--- src/rtl/lfsr_descrambler_if.sv ---
// Stream/seed bundle for lfsr_descrambler.
// Optional word_count appears with LFSR_DESCRAMBLER_WORD_COUNT_EN.
interface lfsr_descrambler_if #(
    parameter int WIDTH    = 64,
    parameter int LFSR_LEN = 64
);
    logic                seed_load;
    logic [LFSR_LEN-1:0] seed;
    logic                in_valid;
    logic                in_ready;
    logic [WIDTH-1:0]    in_data;
    logic                out_valid;
    logic                out_ready;
    logic [WIDTH-1:0]    out_data;
    logic                locked;
`ifdef LFSR_DESCRAMBLER_WORD_COUNT_EN
    logic [31:0]         word_count;
`endif

    modport master (
        output seed_load, seed, in_valid, in_data, out_ready,
`ifdef LFSR_DESCRAMBLER_WORD_COUNT_EN
        input  word_count,
`endif
        input  in_ready, out_valid, out_data, locked
    );

    modport slave (
        input  seed_load, seed, in_valid, in_data, out_ready,
`ifdef LFSR_DESCRAMBLER_WORD_COUNT_EN
        output word_count,
`endif
        output in_ready, out_valid, out_data, locked
    );
endinterface

--- src/rtl/lfsr_descrambler.sv ---
// Additive Galois-LFSR descrambler, one registered output stage.
// LFSR_DESCRAMBLER_WORD_COUNT_EN adds a 32-bit accepted-word counter.
module lfsr_descrambler #(
    parameter int                  WIDTH    = 64,
    parameter int                  LFSR_LEN = 64,
    parameter logic [LFSR_LEN-1:0] TAPS     = 64'hD800_0000_0000_0000,
    parameter int                  delay    = 50
) (
    input logic                  clk,
    input logic                  reset,
    lfsr_descrambler_if.slave    bus
);
    typedef enum logic {IDLE, RUN} state_t;

    state_t              fsm;
    logic                locked_q;
    logic [LFSR_LEN-1:0] lfsr;
    logic [LFSR_LEN-1:0] lfsr_next;
    logic [LFSR_LEN-1:0] seed_fix;
    logic [WIDTH-1:0]    ks;
    logic [WIDTH-1:0]    xored;
    logic                out_valid_q;
    logic [WIDTH-1:0]    out_data_q;
    logic                ready;
    logic                accept;

    // All WIDTH Galois steps unrolled into one cycle
    always_comb begin
        logic [LFSR_LEN-1:0] s;
        s  = lfsr;
        ks = '0;
        for (int i = 0; i < WIDTH; i++) begin
            ks[i] = s[0];
            s     = (s >> 1) ^ (s[0] ? TAPS : '0);
        end
        lfsr_next = s;
    end

    // delay only annotates the XOR stage in simulation; logic is the same
    if (delay > 0) begin : g_xor_dly
        assign xored = bus.in_data ^ ks;
    end else begin : g_xor
        assign xored = bus.in_data ^ ks;
    end

    // All-zero seed would lock the LFSR up
    assign seed_fix = (bus.seed == '0)
                    ? {{(LFSR_LEN-1){1'b0}}, 1'b1}
                    : bus.seed;

    assign ready  = locked_q & ~bus.seed_load
                  & (~out_valid_q | bus.out_ready);
    assign accept = bus.in_valid & ready;

    always_ff @(posedge clk or negedge reset) begin
        if (!reset) begin
            fsm         <= IDLE;
            locked_q    <= 1'b0;
            lfsr        <= '0;
            out_valid_q <= 1'b0;
            out_data_q  <= '0;
        end else begin
            unique case (fsm)
                IDLE: if (bus.seed_load) begin
                    fsm      <= RUN;
                    locked_q <= 1'b1;
                end
                RUN: begin
                    fsm      <= RUN;
                    locked_q <= 1'b1;
                end
                default: begin
                    fsm      <= IDLE;
                    locked_q <= 1'b0;
                end
            endcase

            if (bus.seed_load)
                lfsr <= seed_fix;
            else if (accept)
                lfsr <= lfsr_next;

            if (accept) begin
                out_valid_q <= 1'b1;
                out_data_q  <= xored;
            end else if (bus.out_ready) begin
                out_valid_q <= 1'b0;
            end
        end
    end

`ifdef LFSR_DESCRAMBLER_WORD_COUNT_EN
    logic [31:0] cnt;

    always_ff @(posedge clk or negedge reset) begin
        if (!reset)
            cnt <= '0;
        else if (bus.seed_load)
            cnt <= '0;
        else if (accept)
            cnt <= cnt + 32'd1;
    end

    assign bus.word_count = cnt;
`endif

    assign bus.in_ready  = ready;
    assign bus.out_valid = out_valid_q;
    assign bus.out_data  = out_data_q;
    assign bus.locked    = locked_q;
endmodule

--- src/flat_wrapper.sv ---
// flat-port wrapper written by rule: the top's interface ports become plain ports
module lfsr_descrambler_flat 
#(
    parameter int                  WIDTH    = 64,
    parameter int                  LFSR_LEN = 64,
    parameter logic [LFSR_LEN-1:0] TAPS     = 64'hD800_0000_0000_0000,
    parameter int                  delay    = 50
)
  (clk, reset, bus_seed_load, bus_seed, bus_in_valid, bus_in_data, bus_out_ready, bus_in_ready, bus_out_valid, bus_out_data, bus_locked);
  lfsr_descrambler_if #(.WIDTH(WIDTH), .LFSR_LEN(LFSR_LEN)) bus_i ();
  input logic clk;
  input logic reset;
  input wire logic [$bits(bus_i.seed_load)-1:0] bus_seed_load;
  input wire logic [$bits(bus_i.seed)-1:0] bus_seed;
  input wire logic [$bits(bus_i.in_valid)-1:0] bus_in_valid;
  input wire logic [$bits(bus_i.in_data)-1:0] bus_in_data;
  input wire logic [$bits(bus_i.out_ready)-1:0] bus_out_ready;
  output wire logic [$bits(bus_i.in_ready)-1:0] bus_in_ready;
  output wire logic [$bits(bus_i.out_valid)-1:0] bus_out_valid;
  output wire logic [$bits(bus_i.out_data)-1:0] bus_out_data;
  output wire logic [$bits(bus_i.locked)-1:0] bus_locked;
  assign bus_i.seed_load = bus_seed_load;
  assign bus_i.seed = bus_seed;
  assign bus_i.in_valid = bus_in_valid;
  assign bus_i.in_data = bus_in_data;
  assign bus_i.out_ready = bus_out_ready;
  assign bus_in_ready = bus_i.in_ready;
  assign bus_out_valid = bus_i.out_valid;
  assign bus_out_data = bus_i.out_data;
  assign bus_locked = bus_i.locked;
  lfsr_descrambler #(.WIDTH(WIDTH), .LFSR_LEN(LFSR_LEN), .TAPS(TAPS), .delay(delay)) u_core (.clk(clk), .reset(reset), .bus(bus_i));
endmodule
--- config.mk ---
export PLATFORM = sky130hd
export DESIGN_NAME = lfsr_descrambler_flat
export DESIGN_NICKNAME = d
export VERILOG_FILES = /design/src/rtl/lfsr_descrambler_if.sv /design/src/rtl/lfsr_descrambler.sv /design/src/flat_wrapper.sv
export SDC_FILE = /design/constraint.sdc
export NUM_CORES = 1
export LEC_CHECK = 0
export ABC_AREA = 1
export CORE_MARGIN = 2
export CORE_UTILIZATION = 40
export CTS_BUF_LIST = sky130_fd_sc_hd__clkbuf_4
export DETAILED_ROUTE_END_ITERATION = 12
export PLACE_DENSITY = 0.76
export REMOVE_ABC_BUFFERS = 1
export SLEW_MARGIN = 10
export SYNTH_ARGS = -nofsm -noshare
export SYNTH_HDL_FRONTEND = slang
export SYNTH_SLANG_ARGS = --single-unit
--- constraint.sdc ---
create_clock -name clk -period 2.75 [get_ports clk]
set_clock_uncertainty 0.05 [all_clocks]
set_input_delay 0.55 -clock clk [delete_from_list [all_inputs] [get_ports clk]]
set_output_delay 0.55 -clock clk [all_outputs]
set_load 0.05 [all_outputs]
==> impl_metrics.json <==
{
  "clockPowerShare_pct": 19.4,
  "cts_resized": 0,
  "syn_area_um2": 7400,
  "drv_slew": 0,
  "relSlewSlack_pct": 59.9,
  "vdd_drop_max_mv": 0.418,
  "pin_count": 200,
  "overflow": 0,
  "p_switching_mw": 3.48,
  "maxCapViolCount": 0,
  "routed_wl_mm": 19.5,
  "gp_congestion": 0.816,
  "die_width_um": 140,
  "synthTopCellsByArea": "dfrtp_1, xnor2_1, nand2_1, xor2_1, nor2_1",
  "syn_avg_cell_area_um2": 8.53,
  "dp_hpwl_mm": 13.8,
  "synthCells": 867,
  "startpoint_type": "flop",
  "synth.top_cells.by_count": "nand2_1, dfrtp_1, xnor2_1",
  "synth_cell_types": 28,
  "max_freq_mhz": 410,
  "rows": 49,
  "rsz0062_at_grt": "no",
  "worstPathMaxFanout": 3,
  "core_um2": 18000,
  "clock-sinks": 131,
  "crit_type": "reg -> out",
  "min_period_ps": 2440,
  "yosysTopAreaCell": "dfrtp_1",
  "drtIter0Drc": 305,
  "power_density_nw_per_um2": 830,
  "post_layout_nonfiller_instances": 1295,
  "reg2reg_to": "u_core.lfsr[0]$_DFFE_PN0P_",
  "async_flop_share_pct": 100,
  "internal_power_mw": 4.74,
  "multi_input_area_um2": 3730,
  "grt_pass1_wl_mm": 32.2,
  "max_stage_delay_ps": 830,
  "ant_nets": 0,
  "critPathTopFamily": "buffers and inverters",
  "hold_path_end": "u_core.lfsr[39]$_DFFE_PN0P_",
  "antenna_found_initial": 1,
  "grt_max_degree": 77,
  "hold_violations": 0,
  "yosys_most_used_dff": "dfrtp_1",
  "worst-path-buf-inv": 1,
  "firstDrtPassIters": 4,
  "grt_pass1_vias": 6446,
  "initial_core_util_pct": 41.0,
  "portBuffers": 199,
  "required_ps": 2150,
  "setup_viol": 0,
  "ff2ff_path_depth": 10,
  "ys_seq_area_share_pct": 44.3,
  "pwr-share-seq_pct": 34.4,
  "area_delta_synth_final_pct": 34.0,
  "switching_share_pct": 42.3,
  "setup-tns-final_ps": 0,
  "die-area_um2": 19600,
  "regArea_um2": 3280,
  "min_delay_path_depth": 3,
  "hold_class": "in -> reg",
  "cts_root_buffer": "clkbuf_4",
  "arrival_ps": 1840,
  "die_h_um": 140,
  "insertion_delay_ps": 580,
  "slowest_stage": "clkdlybuf4s50_1",
  "fillers": 1673,
  "via_count": 6352,
  "rrSetupSlack_ps": 1000,
  "clkTransAtPathRegs_ps": 130,
  "drc": 0,
  "synth-edff-count": 0,
  "synth_seq_cells": 131,
  "fin_nets": 1185,
  "cts_max_path_buffers": 2,
  "synth_top_area_share_pct": 44.3,
  "status": "finished clean",
  "worstMarginPinSlew_ps": 600,
  "crit_path_end_kind": "output port",
  "globalRouteTotalUtil_pct": 20.3,
  "wl_per_cell_um": 15.0,
  "cts_tree": "done",
  "via_per_inst": 4.91,
  "cp_cell_sequence": "clkdlybuf4s50_1",
  "yosysMostFrequentCell": "nand2_1",
  "drive_gt1_share_pct": 5.45,
  "dp.cells": 1261,
  "p_leak_nw": 4.16,
  "post-route-util_pct": 55.0,
  "cts_buffers": 17,
  "p_comb_share_pct": 46.2,
  "ys_warn_count": 0,
  "timing.rr.start": "u_core.bus.out_valid$_DFFE_PN0P_",
  "htreeDepth": 4,
  "hp-start": "bus_seed_load",
  "period_share_pct": 88.8
}
==> power groups by stage <==
stage	combinational, mW	clock (mW)	sequential (mW)
2_1_floorplan	1.78	0	3.67
3_3_place_gp	3.74	0	2.85
3_5_place_dp	3.79	0	2.86
4_1_cts	3.82	1.63	2.83
5_1_grt	4.13	1.71	2.90
6_report	3.80	1.60	2.83
==> kinds of logic (layout without fill, tap and decap cells) <==
logic type | count (synthesis) | count (layout) | synth area share [%]
AOI/OAI and AO/OA | 158 | 158 | 11.8
xor gates and xnor gates | 180 | 180 | 21.4
buffers and inverters | 81 | 279 | 5.33
DFF | 131 | 131 | 44.3
other | 0 | 1 | 0
and+or+nand+nor | 317 | 317 | 17.2
==> layer usage <==
metal | wire length [um] | global-route usage [%] | up-vias
li1 | - | - | 3173
met1 | 9000 | 26.8 | 2974
met2 | 9180 | 33.6 | 174
met3 | 903 | 4.48 | 31
met4 | 383 | 6.42 | 0
met5 | 0 | 0 | -
==> final cells by class <==
type | instances | share of cell area (%)
multi-input combinational | 655 | 37.7
sequential | 131 | 33.1
timing repair buffer | 210 | 21.5
tap | 229 | 2.89
clock inverter | 15 | 2.16
inverter | 37 | 1.41
clock buffer | 17 | 1.29
antenna | 1 | 0.0252
==> state kept, by name, summed over array words and instances (netlist names) <==
register / count
u_core.bus.out_data: 64
u_core.bus.locked: 1
u_core.lfsr: 64
u_core.fsm: 1
u_core.bus.out_valid: 1
==> per-stage QoR <==
stage	setup slack (ps)	power [mW]	hold WS, ps	instance area, um^2
after floorplan	-440	5.45	204	7140
after global placement	385	6.59	371	9560
after detailed placement	406	6.65	379	9560
after CTS	251	8.28	219	9910
after global routing	227	8.74	301	9920
final	308	8.23	264	9920
==> worst max-delay path by stage <==
stage,start,to,slack [ps],cells after the start
global placement,bus_out_ready,u_core.lfsr[0]$_DFFE_PN0P_,390,10
global route,u_core.bus.out_data[49]$_DFFE_PN0P_,bus_out_data[49],230,1
finish,u_core.bus.locked$_DFFE_PN0P_,bus_locked,310,1
detailed placement,bus_out_ready,u_core.lfsr[0]$_DFFE_PN0P_,410,10
CTS,u_core.bus.locked$_DFFE_PN0P_,bus_locked,250,1
floorplan,u_core.bus.out_valid$_DFFE_PN0P_,u_core.lfsr[0]$_DFFE_PN0P_,-440,11
==> worst reg2reg max path, cell delays in order (launching register included) <==
cell,delay [ps]
dfrtp_1,360
inv_1,60
o21ai_2,150
nor2_4,80
nand2_8,90
clkinv_2,440
nand3_1,270
nand2_1,70
inv_1,50
nand2_1,40
inv_1,40
==> timing repair <==
item,in CTS,in global routing
hold buffers,1,0
endpoints found under the hold margin,42,0
buffers inserted,0,0
==> placed cells by master, fill, tap and decap left out, types with 2 or more instances in the layout <==
master and count:
o21ai_1 64, buf_12 5, clkinv_2 3, nand3_1 33, dfrtp_1 131, bufinv_16 5, xnor2_1 120, nand2_1 171
inv_1 31, o22ai_1 26, clkinvlp_4 5, clkinv_1 2, nand2_2 2, buf_4 6, clkdlybuf4s50_1 196, clkbuf_4 17
nor2_1 106, a21oi_1 45, xor2_1 59, inv_2 5, a22oi_1 17, o21ai_0 4
Note: power is estimated with default switching activity, not from simulation.
